## src/rtl/stall_pkg.sv

```systemverilog
// stall_pkg
//   Shared definitions for the hazard/stall controller: forward-mux
//   encodings, Tuse/Tnew constants, shadow pipeline stage records and
//   the per-source stall / forward decode helpers.
package stall_pkg;

    localparam int REG_W = 5;
    localparam int T_W   = 2;

    localparam logic [1:0] FWD_RF = 2'd0;
    localparam logic [1:0] FWD_E  = 2'd1;
    localparam logic [1:0] FWD_M  = 2'd2;
    localparam logic [1:0] FWD_W  = 2'd3;

    localparam logic [T_W-1:0] TUSE_NEVER = 2'd3;
    localparam logic [T_W-1:0] TNEW_JAL   = 2'd0;
    localparam logic [T_W-1:0] TNEW_CAL   = 2'd1;
    localparam logic [T_W-1:0] TNEW_LOAD  = 2'd2;

    // Instruction as seen while it sits in E.
    typedef struct packed {
        logic [REG_W-1:0] wa;
        logic [T_W-1:0]   tnew;
        logic [REG_W-1:0] rs;
        logic [REG_W-1:0] rt;
        logic             md_start;
        logic             md_div;
    } shadow_e_t;

    // Instruction as seen while it sits in M (W only needs wa).
    typedef struct packed {
        logic [REG_W-1:0] wa;
        logic [T_W-1:0]   tnew;
    } shadow_m_t;

    function automatic logic [T_W-1:0] tnew_dec(input logic [T_W-1:0] t);
        return (t == '0) ? '0 : t - 1'b1;
    endfunction

    // A producer still more than tuse cycles from its result blocks the consumer.
    function automatic logic src_stall(input logic [REG_W-1:0] src,
                                       input logic [T_W-1:0]   tuse,
                                       input shadow_e_t        e,
                                       input shadow_m_t        m);
        if (src == '0 || tuse == TUSE_NEVER)
            return 1'b0;
        return ((e.wa == src) && (e.tnew > tuse)) ||
               ((m.wa == src) && (m.tnew > tuse));
    endfunction

    function automatic logic [1:0] fwd_d_sel(input logic [REG_W-1:0] src,
                                             input shadow_e_t        e,
                                             input shadow_m_t        m,
                                             input logic [REG_W-1:0] w_wa);
        if (src == '0)                                 return FWD_RF;
        if ((e.wa == src) && (e.tnew == TNEW_JAL))     return FWD_E;
        if ((m.wa == src) && (m.tnew == TNEW_JAL))     return FWD_M;
        if (w_wa == src)                               return FWD_W;
        return FWD_RF;
    endfunction

    // E-stage consumer: an M producer still in flight is not a valid source.
    function automatic logic [1:0] fwd_e_sel(input logic [REG_W-1:0] src,
                                             input shadow_m_t        m,
                                             input logic [REG_W-1:0] w_wa);
        if (src == '0)                                 return FWD_RF;
        if ((m.wa == src) && (m.tnew == TNEW_JAL))     return FWD_M;
        if (w_wa == src)                               return FWD_W;
        return FWD_RF;
    endfunction

endpackage

```

## src/rtl/md_busy_timer.sv

```systemverilog
// md_busy_timer
//   Down-counter tracking the multiply/divide unit occupancy.
//   Ports:
//     clk, reset_n  clock, async active-low reset
//     i_load        mult/div instruction is in E this cycle
//     i_div         selects DIV_CYC instead of MULT_CYC on load
//     o_busy        counter nonzero
module md_busy_timer #(
    parameter int MULT_CYC = 5,
    parameter int DIV_CYC  = 10,
    parameter int CNT_W    = 4
) (
    input  logic clk,
    input  logic reset_n,
    input  logic i_load,
    input  logic i_div,
    output logic o_busy
);

    logic [CNT_W-1:0] r_cnt;

    always_ff @(posedge clk or negedge reset_n) begin
        if (!reset_n)
            r_cnt <= '0;
        else if (i_load)
            r_cnt <= i_div ? CNT_W'(DIV_CYC) : CNT_W'(MULT_CYC);
        else if (r_cnt != '0)
            r_cnt <= r_cnt - CNT_W'(1);
    end

    assign o_busy = (r_cnt != '0);

endmodule

```

## src/rtl/hazard_stall_ctrl.sv

```systemverilog
// hazard_stall_ctrl
//   Consumer-side hazard unit: compares D-stage source needs (Tuse)
//   against a shadow E/M/W pipeline of producers (Tnew) and decides
//   stall vs. forward. Also stalls HI/LO users while the MDU is busy.
//   Optional build macro STALL_PERF_EN adds stall-cause cycle counters.
//   Ports:
//     clk, reset_n              clock, async active-low reset
//     d_rs/d_rt, d_tuse_rs/rt   D-stage sources and their Tuse
//     d_wa, d_tnew              D-stage destination and its Tnew
//     d_md_start/div/use        mult/div start, div select, any HI/LO op
//     stall                     freeze PC/D, bubble into E
//     fwd_d_rs/rt, fwd_e_rs/rt  forward-mux selects (stall_pkg FWD_*)
//     md_busy                   MDU timer nonzero
//     perf_data_stalls/perf_md_stalls  (STALL_PERF_EN only)
module hazard_stall_ctrl
    import stall_pkg::*;
#(
    parameter int MULT_CYC = 5,
    parameter int DIV_CYC  = 10,
    parameter int CNT_W    = 4
) (
    input  logic        clk,
    input  logic        reset_n,
    input  logic [4:0]  d_rs,
    input  logic [4:0]  d_rt,
    input  logic [1:0]  d_tuse_rs,
    input  logic [1:0]  d_tuse_rt,
    input  logic [4:0]  d_wa,
    input  logic [1:0]  d_tnew,
    input  logic        d_md_start,
    input  logic        d_md_div,
    input  logic        d_md_use,
    output logic        stall,
    output logic [1:0]  fwd_d_rs,
    output logic [1:0]  fwd_d_rt,
    output logic [1:0]  fwd_e_rs,
    output logic [1:0]  fwd_e_rt,
    output logic        md_busy
`ifdef STALL_PERF_EN
    ,
    output logic [31:0] perf_data_stalls,
    output logic [31:0] perf_md_stalls
`endif
);

    shadow_e_t        r_e;
    shadow_m_t        r_m;
    logic [REG_W-1:0] r_w_wa;

    logic w_data_stall;
    logic w_md_stall;
    logic w_stall;
    logic w_md_busy;

    assign w_data_stall = src_stall(d_rs, d_tuse_rs, r_e, r_m) |
                          src_stall(d_rt, d_tuse_rt, r_e, r_m);
    // A mult/div sitting in E has not loaded the timer yet, so it blocks too.
    assign w_md_stall   = d_md_use & (w_md_busy | r_e.md_start);
    assign w_stall      = w_data_stall | w_md_stall;

    always_ff @(posedge clk or negedge reset_n) begin
        if (!reset_n) begin
            r_e    <= '0;
            r_m    <= '0;
            r_w_wa <= '0;
        end else begin
            r_w_wa <= r_m.wa;
            r_m    <= '{wa: r_e.wa, tnew: tnew_dec(r_e.tnew)};
            if (w_stall)
                r_e <= '0;
            else
                r_e <= '{wa: d_wa, tnew: d_tnew, rs: d_rs, rt: d_rt,
                         md_start: d_md_start, md_div: d_md_div};
        end
    end

    md_busy_timer #(
        .MULT_CYC (MULT_CYC),
        .DIV_CYC  (DIV_CYC),
        .CNT_W    (CNT_W)
    ) u_md_timer (
        .clk     (clk),
        .reset_n (reset_n),
        .i_load  (r_e.md_start),
        .i_div   (r_e.md_div),
        .o_busy  (w_md_busy)
    );

    assign stall    = w_stall;
    assign md_busy  = w_md_busy;
    assign fwd_d_rs = fwd_d_sel(d_rs, r_e, r_m, r_w_wa);
    assign fwd_d_rt = fwd_d_sel(d_rt, r_e, r_m, r_w_wa);
    assign fwd_e_rs = fwd_e_sel(r_e.rs, r_m, r_w_wa);
    assign fwd_e_rt = fwd_e_sel(r_e.rt, r_m, r_w_wa);

`ifdef STALL_PERF_EN
    logic [31:0] r_perf_data;
    logic [31:0] r_perf_md;

    always_ff @(posedge clk or negedge reset_n) begin
        if (!reset_n) begin
            r_perf_data <= '0;
            r_perf_md   <= '0;
        end else begin
            if (w_data_stall) r_perf_data <= r_perf_data + 32'd1;
            if (w_md_stall)   r_perf_md   <= r_perf_md + 32'd1;
        end
    end

    assign perf_data_stalls = r_perf_data;
    assign perf_md_stalls   = r_perf_md;
`endif

endmodule

```

## config.mk

```make
export PLATFORM = sky130hd
export DESIGN_NAME = hazard_stall_ctrl
export DESIGN_NICKNAME = d
export VERILOG_FILES = /design/src/rtl/stall_pkg.sv /design/src/rtl/md_busy_timer.sv /design/src/rtl/hazard_stall_ctrl.sv
export SDC_FILE = /design/constraint.sdc
export NUM_CORES = 1
export LEC_CHECK = 0
export CAP_MARGIN = 20
export CORE_MARGIN = 4
export CORE_UTILIZATION = 58
export DETAILED_ROUTE_END_ITERATION = 12
export GPL_TIMING_DRIVEN = 0
export PLACE_DENSITY_LB_ADDON = 0.2
export SYNTH_ARGS = -nofsm -noshare
export SYNTH_HDL_FRONTEND = slang
export SYNTH_SLANG_ARGS = --single-unit
export TNS_END_PERCENT = 100
```

## constraint.sdc

```tcl
create_clock -name clk -period 4.8 [get_ports clk]
set_clock_uncertainty 0.05 [all_clocks]
set_input_delay 0.48 -clock clk [delete_from_list [all_inputs] [get_ports clk]]
set_output_delay 0.48 -clock clk [all_outputs]
set_load 0.02 [all_outputs]
```

== Yosys cells after proc, flatten, opt, wreduce, memory -nomap -nowiden ==
Cells that the tools add are included.
Cells by class
  $add $sub $neg: 2
  order comparisons: 4
  eq/ne operators: 12
  mux-type cells: 71
  bitwise gates (word level): 4
  reduce and logical (&&, ||, !) cells: 22
Operators by type and width (number)
  $mux 2: 29
  $eq 5x5->1: 10
  $mux 1: 38
  $logic_not 5->1: 4
  $mux 19: 1
  $mux 4: 3
  $logic_and 1x1->1: 10
  $gt 2x2->1: 4
  $eq 2x2->1 const B: 2
  $logic_not 2->1: 2
  $logic_or 1x1->1: 4
  $reduce_bool 4->1: 1
  $sub 4x1->4 const B: 1
  $or 1x1->1: 3
  $reduce_bool 2->1: 1
  $sub 2x1->2 const B: 1
  $and 1x1->1: 1
Storage, ports and cells
  flip-flop bits (word level): 35
  bits of input ports: 26
  output and inout bits: 10
  logic and storage cells: 125

== Logic depth before layout (Yosys ltp) ==
  depth in word-level cells: 13
  gate-level depth with buffers: 9
  gate-level depth less buffers: 7

== By module ==
From an unflattened synthesis, not the netlist that was laid out.
Second synthesis, totals
  cell total of the unflattened synthesis: 203
  area, all modules: 2089.5 um^2
Modules (own cells, without submodules)
  hazard_stall_ctrl: times used 1, cells an instance 182, area each 1853.0 um^2, sequential area each 775.7 um^2
  md_busy_timer: times used 1, cells an instance 21, area each 236.5 um^2, sequential area each 100.1 um^2

== Worst setup path before layout ==
No wires, ideal clock.
  path kind: input to output
  start point: in d_rs[1]
  end point: out stall
  arrival: 1.856 ns
  required time: 4.270 ns
  setup slack: 2.414 ns
  cell stages on the path: 5
  buffers on the path: 0
  cell sequence: or4_4 > o21ai_2 > a211o_1 > o21ai_2 > or4_1
On the way
  cells in the longest elaborated chain, start to end: 6
  elaborated cells between the ends (all ways): 11
  classes of those cells: eq/ne: 2; mux: 2; bitwise: 2; reduce/logical: 5
RTL lines
  start, declared: RTL line hazard_stall_ctrl.sv:24  | input logic [4:0] d_rs,
  $eq 5x5->1, or another cell as far along: RTL line stall_pkg.sv:47  | return ((e.wa == src) && (e.tnew > tuse)) ||
  $logic_and 1x1->1, or another cell as far along: RTL line stall_pkg.sv:47
  $logic_or 1x1->1 / $mux 1 (equally long branches): RTL line stall_pkg.sv:47, stall_pkg.sv:45
  $mux 1 *: RTL line stall_pkg.sv:47
  $or 1x1->1 *: RTL line hazard_stall_ctrl.sv:55  | assign w_data_stall = src_stall(d_rs, d_tuse_rs, r_e, r_m) |
  $or 1x1->1 *: RTL line hazard_stall_ctrl.sv:59  | assign w_stall = w_data_stall | w_md_stall;
  end, declared: RTL line hazard_stall_ctrl.sv:33  | output logic stall,
Every way passes the cells marked *; elsewhere a longest branch is shown, timed or not.

== Worst setup path after layout ==
Same ends and word-level chain as after synthesis.

==> results.cfg <==
[pwr]
p_per_area_nw_per_um2 = 331.5
p_int_uw = 610.9
seqPwrFrac = 0.427
power_frac_comb = 0.350
ir_drop_uv = 251.9
p_sw_frac = 0.3451
p_leak_uw = 0.001225
power_frac_clock = 0.223
switchingPower_uw = 322.0

[critical_path]
end_kind = output pin
critPathRequiredTime_ns = 4.27
worstPathCellList = clkdlybuf4s50_1, or4_4, o21ai_2, a211o_1, o21ai_2, or4_1, clkdlybuf4s50_1
critPathKind = input port to output pin
worstSetupStartpointType = input port
cpPeakStageDelay_ns = 0.61
worstPathMaxFanout = 5
cp.arrival_ns = 3.08
critPathSlowestCell = or4_4

[timing]
fin_crit_ns = 3.614
max_slew_margin = 0.5135
rsz0062_at_grt = no
setup_viol = 0
slew_viol_final = 0
tightest_slew_ns = 0.7298
final.setup.tns_ns = 0
fmax_mhz = 276.7
finalHoldViolations = 0
period_share = 0.7529

[logic_synthesis]
synth_ff_type = dfrtp_1
syn_nets = 270
synth-edff-count = 0
ys_types = 41
synth_area_leader_cell = dfrtp_1
syn_area_per_cell_sq_um = 9.956
yosysSeqAreaShare = 0.3759
yosys_warnings = 0
ys_ff_latch = 35
yosys.area.top_type_share = 0.3759
syn_area_sq_um = 2330
synthCells = 234
synth_top_cells_by_area = dfrtp_1 38%, xor2_1 11%, xnor2_1 8.3%
async_flop_share = 1.000

[global_route]
grt_antenna_before_repair = 0
grt-ovfl-total = 0
grt_pass1_vias = 1822
grt.total_usage = 0.2192
grt_max_degree = 36
grt_first_pass_wirelength_um = 8645

[clock_network]
cts_buffers = 5
cts_htree_levels = 2
cts_tree = built
cts_resized = 0
clk_path_buf_depth = 2
root_buffer = clkbuf_8
ctsHoldBuffers = 0
clkLatencyLatePin_ns = 0.29
path_clk_slew_ns = 0.07
clock-sinks = 35
post_cts_buffers = 0

[detailed_routing]
wire_per_inst_um = 15.92
ant_nets = 0
drtPass1Iterations = 4
routed_wl_um = 5158
drtIter0Drc = 115
via_per_inst = 5.870
drc = 0
vias = 1902

[die]
dieHeight_um = 71.38
core_area_sq_um = 3771
die_area_sq_um = 5095
initial_core_util = 0.6178
die_w_um = 71.38
rows = 22
io_pins = 36

[placement]
gp_congestion = 0.9246
dp_hpwl_um = 4004
place_area_sq_um = 2725
portBuffers = 34

[status]
run_status = finished, final reports clean

[final_layout]
final_area_sq_um = 2814
drive_above_1_share = 0.1087
filler_cell_count = 281
finalNetCount = 311
syn2layout_area_growth_pct = 20.78
antenna_cells = 0

[flow_run]
maxCapViolations = 0

[hold_path]
worstHoldPathType = input port to async pin
-- metrics by stage --
step,std cells,total power (uW),setup slack [ns],hold slack (ns),utilization
2_1_floorplan,234,623.7,2.414,0.1344,-
3_3_place_gp,316,720.0,1.283,0.3851,0.7240
3_5_place_dp,316,730.2,1.204,0.3841,0.7226
4_1_cts,324,936.3,1.195,0.2231,0.7462
5_1_grt,324,996.8,1.145,0.2641,0.7462
6_report,324,932.9,1.186,0.2003,0.7462
-- metal layers --
layer / part of all wire / routed length [um] / global-route usage / vias to the layer above
met4: 0.016 / 82 / 0.07933 / 0
met3: 0.073 / 375 / 0.05049 / 8
met2: 0.48 / 2476 / 0.3561 / 72
li1: - / - / - / 907
met1: 0.43 / 2224 / 0.2858 / 915
met5: 0 / 0 / 0 / -
-- worst paths after layout --
path	startpoint	end	slack [ns]	cells past startpoint
min in group clk	r_e[18]	r_m[6]	0.41	0
setup / recovery	d_rs[1]	stall	1.19	7
setup reg to reg	r_e[15]	r_e[11]	2.49	7
hold / removal	reset_n	u_md_timer.r_cnt[1]	0.20	1
hold reg to reg	r_e[18]	r_m[6]	0.41	0
max in group asynchronous	reset_n	u_md_timer.r_cnt[2]	4.04	1
-- critical path: cells and delay by family --
kind | cells | cell delay, ns
buf+inv | 2 | 1.12
simple gates | 2 | 1.07
compound gates | 3 | 0.40
-- cells in the final DEF, fill, tap and decap left out, types with 2 or more instances in the layout --
master / count
o31ai_1: 3
dfrtp_1: 35
or4_1: 3
a21o_1: 2
nor4_1: 11
clkbuf_1: 5
o21a_1: 2
ha_1: 10
nor3b_1: 2
buf_2: 4
o21ai_1: 2
nor2_1: 9
and3_1: 2
nand3_1: 8
clkbuf_8: 5
o21ai_2: 2
clkinvlp_4: 2
and2_1: 2
buf_6: 2
inv_1: 11
xor2_1: 30
nand2_1: 6
xnor2_1: 22
o21ai_0: 19
nor4_2: 9
clkdlybuf4s50_1: 33
o22a_1: 2
or3_1: 3
a21oi_1: 5
nor3_1: 10
-- state kept, by name (all words and copies together) (netlist names) --
| signal | count |
|---|---|
| r_m | 7 |
| r_w_wa | 5 |
| r_e | 19 |
| u_md_timer.r_cnt | 4 |
-- layout make-up --
class	count	area, sq um	share of cell area
flip-flops and latches	35	875.8	0.3112
clock inverters	3	20.02	0.007114
inverters	11	41.29	0.01467
well taps	48	60.06	0.02134
multi-input cells	176	1329	0.4722
repair buffers	34	335.3	0.1192
clock buffers	5	68.82	0.02446
plain buffers	12	83.83	0.02979
-- power groups by stage --
| stage | logic, uW | clock network, uW | registers (uW) |
|---|---|---|---|
| floorplan | 235 | 0 | 389 |
| CTS | 328 | 210 | 398 |
| global placement | 318 | 0 | 402 |
| finish | 327 | 208 | 399 |
| global route | 363 | 227 | 407 |
| detailed placement | 326 | 0 | 404 |
-- synthesized netlist by cell type (all sizes together), types with 2 or more instances --
cell type	count
or4	4
o21a	2
nor3	10
nand3	8
and3	2
o22a	2
buf	7
nor2	9
or3	3
o31ai	3
xnor2	22
ha	10
nand2	6
inv	11
dfrtp	35
xor2	30
clkbuf	5
nor4	21
o21ai	23
nor3b	2
and2	2
a2111oi	2
a21oi	5
a21o	2
-- kinds of logic after synthesis --
logic type | synth area share
DFF | 0.3759
and+or+nand+nor | 0.2057
adders and majority gates | 0.05371
buffers and inverters | 0.05371
AOI/OAI and AO/OA | 0.1155
xor gates and xnor gates | 0.1955
Power figures use the tool's default switching activity.
